<file path="src/rtl/bank_port_arbiter.sv">
// Round-robin arbiter sharing one single-ported memory bank among PORTS requesters.
// Accepted commands are registered toward the bank; read data returns on per-port lanes.
module bank_port_arbiter #(
   parameter int PORTS      = 3,
   parameter int DATA_WIDTH = 32,
   parameter int ADDR_WIDTH = 4,
   localparam int ID_WIDTH  = ($clog2(PORTS) > 1) ? $clog2(PORTS) : 1
) (
   input  logic                                 clk,
   input  logic                                 rst,
   input  logic [PORTS-1:0]                     req_valid,
   input  logic [PORTS-1:0]                     req_we,
   input  logic [PORTS-1:0][ADDR_WIDTH-1:0]     req_addr,
   input  logic [PORTS-1:0][DATA_WIDTH-1:0]     req_wdata,
   output logic [PORTS-1:0]                     req_ready,
   output logic [PORTS-1:0]                     rsp_valid,
   output logic [PORTS-1:0][DATA_WIDTH-1:0]     rsp_data,
   output logic                                 mem_en,
   output logic                                 mem_we,
   output logic [ADDR_WIDTH-1:0]                mem_addr,
   output logic [DATA_WIDTH-1:0]                mem_wdata,
   input  logic                                 mem_stall,
   input  logic [DATA_WIDTH-1:0]                mem_rdata,
   output logic [ID_WIDTH-1:0]                  grant_id
);

   logic [ID_WIDTH-1:0] ptr;
   logic [ID_WIDTH-1:0] cand;
   logic [ID_WIDTH-1:0] ptr_nxt;
   logic [ID_WIDTH:0]   scan;
   logic                cand_v;
   logic                cmd_free;
   logic                fire;
   logic                pend_vld_p1;
   logic [ID_WIDTH-1:0] pend_id_p1;

   // p0: round-robin search from ptr; the extra scan bit absorbs the wrap before the modulo fold
   always_comb begin
      cand   = '0;
      cand_v = 1'b0;
      scan   = '0;
      for (int i = 0; i < PORTS; i++) begin
         scan = {1'b0, ptr} + (ID_WIDTH+1)'(i);
         if (scan >= (ID_WIDTH+1)'(PORTS))
            scan = scan - (ID_WIDTH+1)'(PORTS);
         if (!cand_v && req_valid[scan[ID_WIDTH-1:0]]) begin
            cand   = scan[ID_WIDTH-1:0];
            cand_v = 1'b1;
         end
      end
   end

   assign cmd_free = !mem_en || !mem_stall;
   assign fire     = cand_v && cmd_free && rst;
   assign ptr_nxt  = (cand == ID_WIDTH'(PORTS-1)) ? '0 : cand + 1'b1;

   always_comb begin
      req_ready = '0;
      if (fire)
         req_ready[cand] = 1'b1;
   end

   // p1: command register toward the bank; holds everything while the bank stalls
   always_ff @(posedge clk or negedge rst) begin
      if (!rst) begin
         mem_en    <= 1'b0;
         mem_we    <= 1'b0;
         mem_addr  <= '0;
         mem_wdata <= '0;
         ptr       <= '0;
         grant_id  <= '0;
      end else if (fire) begin
         mem_en    <= 1'b1;
         mem_we    <= req_we[cand];
         mem_addr  <= req_addr[cand];
         mem_wdata <= req_wdata[cand];
         ptr       <= ptr_nxt;
         grant_id  <= cand;
      end else if (cmd_free) begin
         mem_en    <= 1'b0;
      end
   end

   // p2: remember which port owns the read the bank is answering this cycle
   always_ff @(posedge clk or negedge rst) begin
      if (!rst) begin
         pend_vld_p1 <= 1'b0;
         pend_id_p1  <= '0;
      end else begin
         pend_vld_p1 <= mem_en && !mem_stall && !mem_we;
         pend_id_p1  <= grant_id;
      end
   end

   // p3: steer sampled read data onto the owner's lane, zero elsewhere so lanes OR across banks
   always_ff @(posedge clk or negedge rst) begin
      if (!rst) begin
         rsp_valid <= '0;
         rsp_data  <= '0;
      end else begin
         for (int p = 0; p < PORTS; p++) begin
            rsp_valid[p] <= pend_vld_p1 && (pend_id_p1 == ID_WIDTH'(p));
            rsp_data[p]  <= (pend_vld_p1 && (pend_id_p1 == ID_WIDTH'(p))) ? mem_rdata : '0;
         end
      end
   end

endmodule
</file>
<file path="config.mk">
export PLATFORM = sky130hd
export DESIGN_NAME = bank_port_arbiter
export DESIGN_NICKNAME = d
export VERILOG_FILES = /design/src/rtl/bank_port_arbiter.sv
export SDC_FILE = /design/constraint.sdc
export NUM_CORES = 1
export LEC_CHECK = 0
export ABC_AREA = 0
export CORE_MARGIN = 1
export CORE_UTILIZATION = 40
export CTS_CLUSTER_DIAMETER = 150
export DETAILED_ROUTE_END_ITERATION = 16
export MAX_ROUTING_LAYER = met4
export PLACE_DENSITY_LB_ADDON = 0.08
export SLEW_MARGIN = 10
export SYNTH_ARGS = -nofsm -noshare
export SYNTH_HDL_FRONTEND = slang
export SYNTH_SLANG_ARGS = --single-unit
</file>
<file path="constraint.sdc">
create_clock -name clk -period 3.18 [get_ports clk]
set_input_delay 0.795 -clock clk [delete_from_list [all_inputs] [get_ports clk]]
set_output_delay 0.795 -clock clk [all_outputs]
set_load 0.05 [all_outputs]
</file>
**Yosys cells after proc, flatten, opt, wreduce, memory -nomap -nowiden**

Cells that the tools add are included.

- Flip-flop bits (word level): 144
- Bits of input ports: 149
- Output and inout bits: 142
- Word-level logic and storage cells: 77

- Add/subtract/negate cells: 6
- $lt $le $gt $ge: 8
- Equality and inequality tests: 3
- Multiplexer cells: 30
- Reduce and logical (&&, ||, !) cells: 18

Operator list:

| operator | count |
|---|---|
| two-way mux 32 bit | 4 |
| binary-select mux 32 bit (select 2 bit) | 1 |
| two-way mux 2 bit | 7 |
| less-than comparator 2 x 3 -> 1 bit, second input constant | 4 |
| logical AND 1 bit | 10 |
| two-way mux 1 bit | 10 |
| binary-select mux 1 bit (select 2 bit) | 4 |
| binary-select mux 4 bit (select 2 bit) | 1 |
| >= comparator 3 x 2 -> 1 bit, second input constant | 2 |
| subtractor 2 bit, second input constant | 3 |
| zero test 1 bit | 5 |
| == test 2 bit, second input constant | 2 |
| two-way mux 4 bit | 1 |
| adder 2 x 1 -> 3 bit, second input constant | 1 |
| adder 2 x 2 -> 3 bit, second input constant | 1 |
| two-way mux 3 bit | 1 |
| adder 2 x 1 -> 2 bit, second input constant | 1 |
| demux 1 bit (select 2 bit) | 1 |
| == test 2 x 1 -> 1 bit, second input constant | 1 |
| >= comparator 2 x 1 -> 1 bit, second input constant | 1 |
| >= comparator 2 bit, second input constant | 1 |
| zero test 2 bit | 1 |
| nonzero test 2 bit | 1 |
| logical OR 1 bit | 1 |

**Longest topological paths before layout**

- Depth in word-level cells: 16
- Depth in mapped cells: 11
- Depth with buffers taken out: 8

**Least setup slack after synthesis**

No wires, ideal clock.

- Kind: reg2out
- From: reg ptr[0]
- To: out req_ready[1]
- Arrival: 2463 ps
- Data required time: 2385 ps
- Setup slack: -78 ps
- Stages on the path, launching flop included: 11
- Buffers on the path: 2
- Cells stage by stage: dfrtp_1 inv_1 ha_1 mux2i_1 o22a_1 or3b_1 and3_1 buf_6 nand2b_2 buf_6 nor2_1

- Cells in the longest elaborated chain, start to end: 16
- Elaborated cells between the ends (all ways): 35
- Those cells by class: add/sub: 5; order compare: 5; mux: 18; reduce/logical: 7

RTL lines:

| item | line | source |
|---|---|---|
| start, declared | 27 | `logic [ID_WIDTH-1:0] ptr;` |
| start signal, assigned | 77 | `ptr <= ptr_nxt;` |
| parallel branches: the longest is 15 deep, another holds adder 2 x 1 -> 3 bit | - |  |
| two-way mux 3 bit (*) | 59 | `if (fire)` |
| end, declared | 15 | `output logic [PORTS-1:0] req_ready,` |

Every way passes the cells marked *. The select of a mux whose other input is x is not followed.

**Worst setup path after layout**

- From: reg ptr[0]
- To: out req_ready[0]

Same word-level chain as after synthesis.

==> results by group <==
Outcome
  • Status: finished, violations left
  • Failing checks: setup timing

Die
  • Initial Util: 0.4120
  • # rows: 43
  • Width of the die: 121.8 um
  • Die H: 121.8 um
  • Core area: 0.01393 sq mm
  • Die area: 0.01484 sq mm
  • I/O pins: 291

Synthesis
  • Synth Flop Type: dfrtp_1
  • Synth cell count leaders: dfrtp_1, and2_1, nand2_1
  • Top-count cell post-synth: dfrtp_1
  • Yosys top cell by area: dfrtp_1
  • Syn Area/Cell: 12.14 sq um
  • Yosys cell types: 32
  • Cells after Synth: 473
  • FFs w/ async S/R, synth: 1.000
  • Syn Nets: 626
  • Seq/Total Area, Yosys: 0.6276
  • Top cell type's share of synthesized area: 0.6276
  • Largest cells by area after synthesis: dfrtp_1, and2_1, mux2i_1
  • Post-synth EDFFs: 0
  • Yosys reg bits: 144
  • Netlist Area Pre-Place: 0.005742 sq mm
  • Warnings from Yosys: 0

Setup path
  • Crit path DAT: 2.44 ns
  • R2R Path Start: ptr[0]$_DFFE_PN0P_
  • Reg2Reg Setup Slack: 0.62 ns
  • Crit path launch: ptr[0]$_DFFE_PN0P_
  • Critical-path cell list: buf_4, ha_4, buf_4, o22a_1, buf_4, a211oi_1, nor3_1, buf_4, nor2_4, buf_12
  • Most used cell, CP: buf_4
  • Worst-path maximum fanout: 5
  • Crit-path slowest cell: dfrtp_1
  • Reg2reg end: mem_addr[3]$_DFFE_PN0P_
  • Critical Path Sink Type: primary output
  • CP delay by family, top: buffers and inverters
  • Worst EP required: 2.38 ns
  • Largest stage delay on the critical path: 0.40 ns
  • Crit Path Category: reg2out
  • Worst path bufs/invs: 5
  • Worst Setup EP: req_ready[0]
  • Reg2reg path depth: 11
  • Crit start category: register
  • Cell count along the critical path: 10

Global route
  • Vias in the first global route: 4851
  • Total congestion overflow: 0
  • First-pass GRT wire length: 25050 um
  • Initial antenna violation count: 0
  • Maximum number of pins on one net before global-route repair: 147
  • Gr usage total: 0.2359

Power
  • Total power divided by cell area: 917.6 mW/mm^2
  • P_leak: 4.336 nW
  • Worst VDD drop: 0.0006443 V
  • Total power: 8.841 mW

Finish
  • Filler Cell Count: 1029
  • Multi-input logic area: 0.002017 sq mm
  • Share of post-route cells with drive strength above 1: 0.1071
  • N_diodes: 0
  • Cell area after layout: 0.009634 sq mm
  • Finished Layout Cells: 974
  • Register area: 0.003605 sq mm
  • Final net count: 934
  • P&R area growth vs syn: 67.79%

STA
  • Setup Viol. Count Final: 3
  • TNS Setup: -0.1214 ns
  • Final worst-path cycle share: 1.016
  • Final hold viol count: 0
  • Fin. max-slew vios: 0
  • Slew @ Worst Pin: 0.7437 ns
  • Rel. slew slack: 0.5020
  • Final WS setup: -0.05136 ns
  • Tmin final: 3.231 ns
  • Worst Skew: 0.007535 ns
  • FMAX: 309.5 MHz
  • RSZ-0062 raised after global routing: true

Routing
  • WL final: 16640 um
  • Total vias in the final route: 4744
  • DR pass1 iterations: 6
  • DR DRC count: 0
  • Vias/cell: 4.871
  • Post-route antenna net violation count: 0
  • DR iter-0 viols: 228
  • WL/cell: 17.08 um

CTS
  • CTS H-tree lvls: 4
  • CTS tree: built
  • CTS max path bufs: 2
  • CTS Buf Count: 17
  • Root Buffer Master: clkbuf_16
  • Hold buffer count at CTS: 0
  • Clk_lat worst skew: 0.42 ns
  • Reg clk slew, reported paths: 0.06 ns
  • Clock sinks: 144

Run
  • Max Cap Viol: 0

Placement
  • Input/output buffers: 290
  • Routability congestion estimate: 0.8280
  • Placed insts: 934
  • Dpl hpwl: 11960 um
  • Placed cell area: 0.008921 sq mm

Min path
  • Worst min path class: reg2reg
  • HP Start: grant_id[1]$_DFFE_PN0P_
-- power breakdown --
part	leakage [nW]	total, mW	internal [mW]	switching [mW]
clock	0.286	2.00	1.18	0.820
sequential	1.93	2.43	2.23	0.202
combinational	2.12	4.41	1.71	2.70
total	4.34	8.84	5.12	3.72
-- logic make-up after synthesis --
kind of cell / Yosys count / share of synthesized area
fa+ha+maj: 4 / 0.008717
buf+inv: 36 / 0.03682
flops: 144 / 0.6276
simple gates: 200 / 0.1894
mux: 40 / 0.07191
compound gates: 49 / 0.06559
-- state kept, by name, summed over array words and instances (netlist names) --
name / cells
rsp_data: 96
mem_wdata: 32
mem_addr: 4
rsp_valid: 3
grant_id: 2
pend_id_p1: 2
ptr: 2
mem_en: 1
mem_we: 1
pend_vld_p1: 1
-- what timing repair did --
| action | in CTS | in global routing |
|---|---|---|
| pin swaps | 4 | 3 |
| setup buffers | 6 | 2 |
| setup endpoints to repair | 3 | 3 |
| gates resized for setup | 16 | 2 |
-- placed cells by master, fill, tap and decap left out, types with 3 or more instances in the layout --
master,synthesis,layout
and2_1,97,97
buf_12,0,4
buf_4,3,30
clkbuf_16,0,17
clkdlybuf4s50_1,0,283
clkinvlp_4,0,3
dfrtp_1,144,143
dlygate4sd2_1,0,3
inv_6,0,6
mux2i_1,39,39
nand2_1,48,48
nand3_1,39,39
o211ai_1,37,37
-- cell type report --
class,instances,share of cell area
repair buffers,321,0.3296
well taps,180,0.02338
multi-input cells,293,0.2094
flip-flops and latches,144,0.3742
clock inverters,15,0.01779
inverters,4,0.001558
clock buffers,17,0.04416
-- per-layer routing --
metal,vias up,part of all wire,global-route usage
li1,2218,-,-
met1,2285,0.38,0.2525
met2,207,0.53,0.4107
met3,34,0.062,0.05993
met4,0,0.025,0.1026
met5,-,0,-
-- how the worst min path moves through the flow --
stage,slack (ns),endpoint,cells past startpoint
after floorplan,0.50,grant_id[0]$_DFFE_PN0P_,0
after global placement,0.40,pend_id_p1[0]$_DFF_PN0_,0
after detailed placement,0.40,pend_id_p1[1]$_DFF_PN0_,0
after CTS,0.42,pend_id_p1[1]$_DFF_PN0_,0
after global routing,0.43,pend_id_p1[1]$_DFF_PN0_,0
final,0.41,pend_id_p1[1]$_DFF_PN0_,0
-- per-stage QoR --
step	util	worst slack [ns]	hold WS, ns
after global placement	0.6402	-0.1937	0.3981
after floorplan	-	0.1029	0.4994
final	0.6914	-0.05136	0.4108
after detailed placement	0.6402	-0.2618	0.4018
after CTS	0.6902	-0.07506	0.4167
after global routing	0.6914	-0.1246	0.4287
No activity file was read; power rests on OpenSTA's default activity.
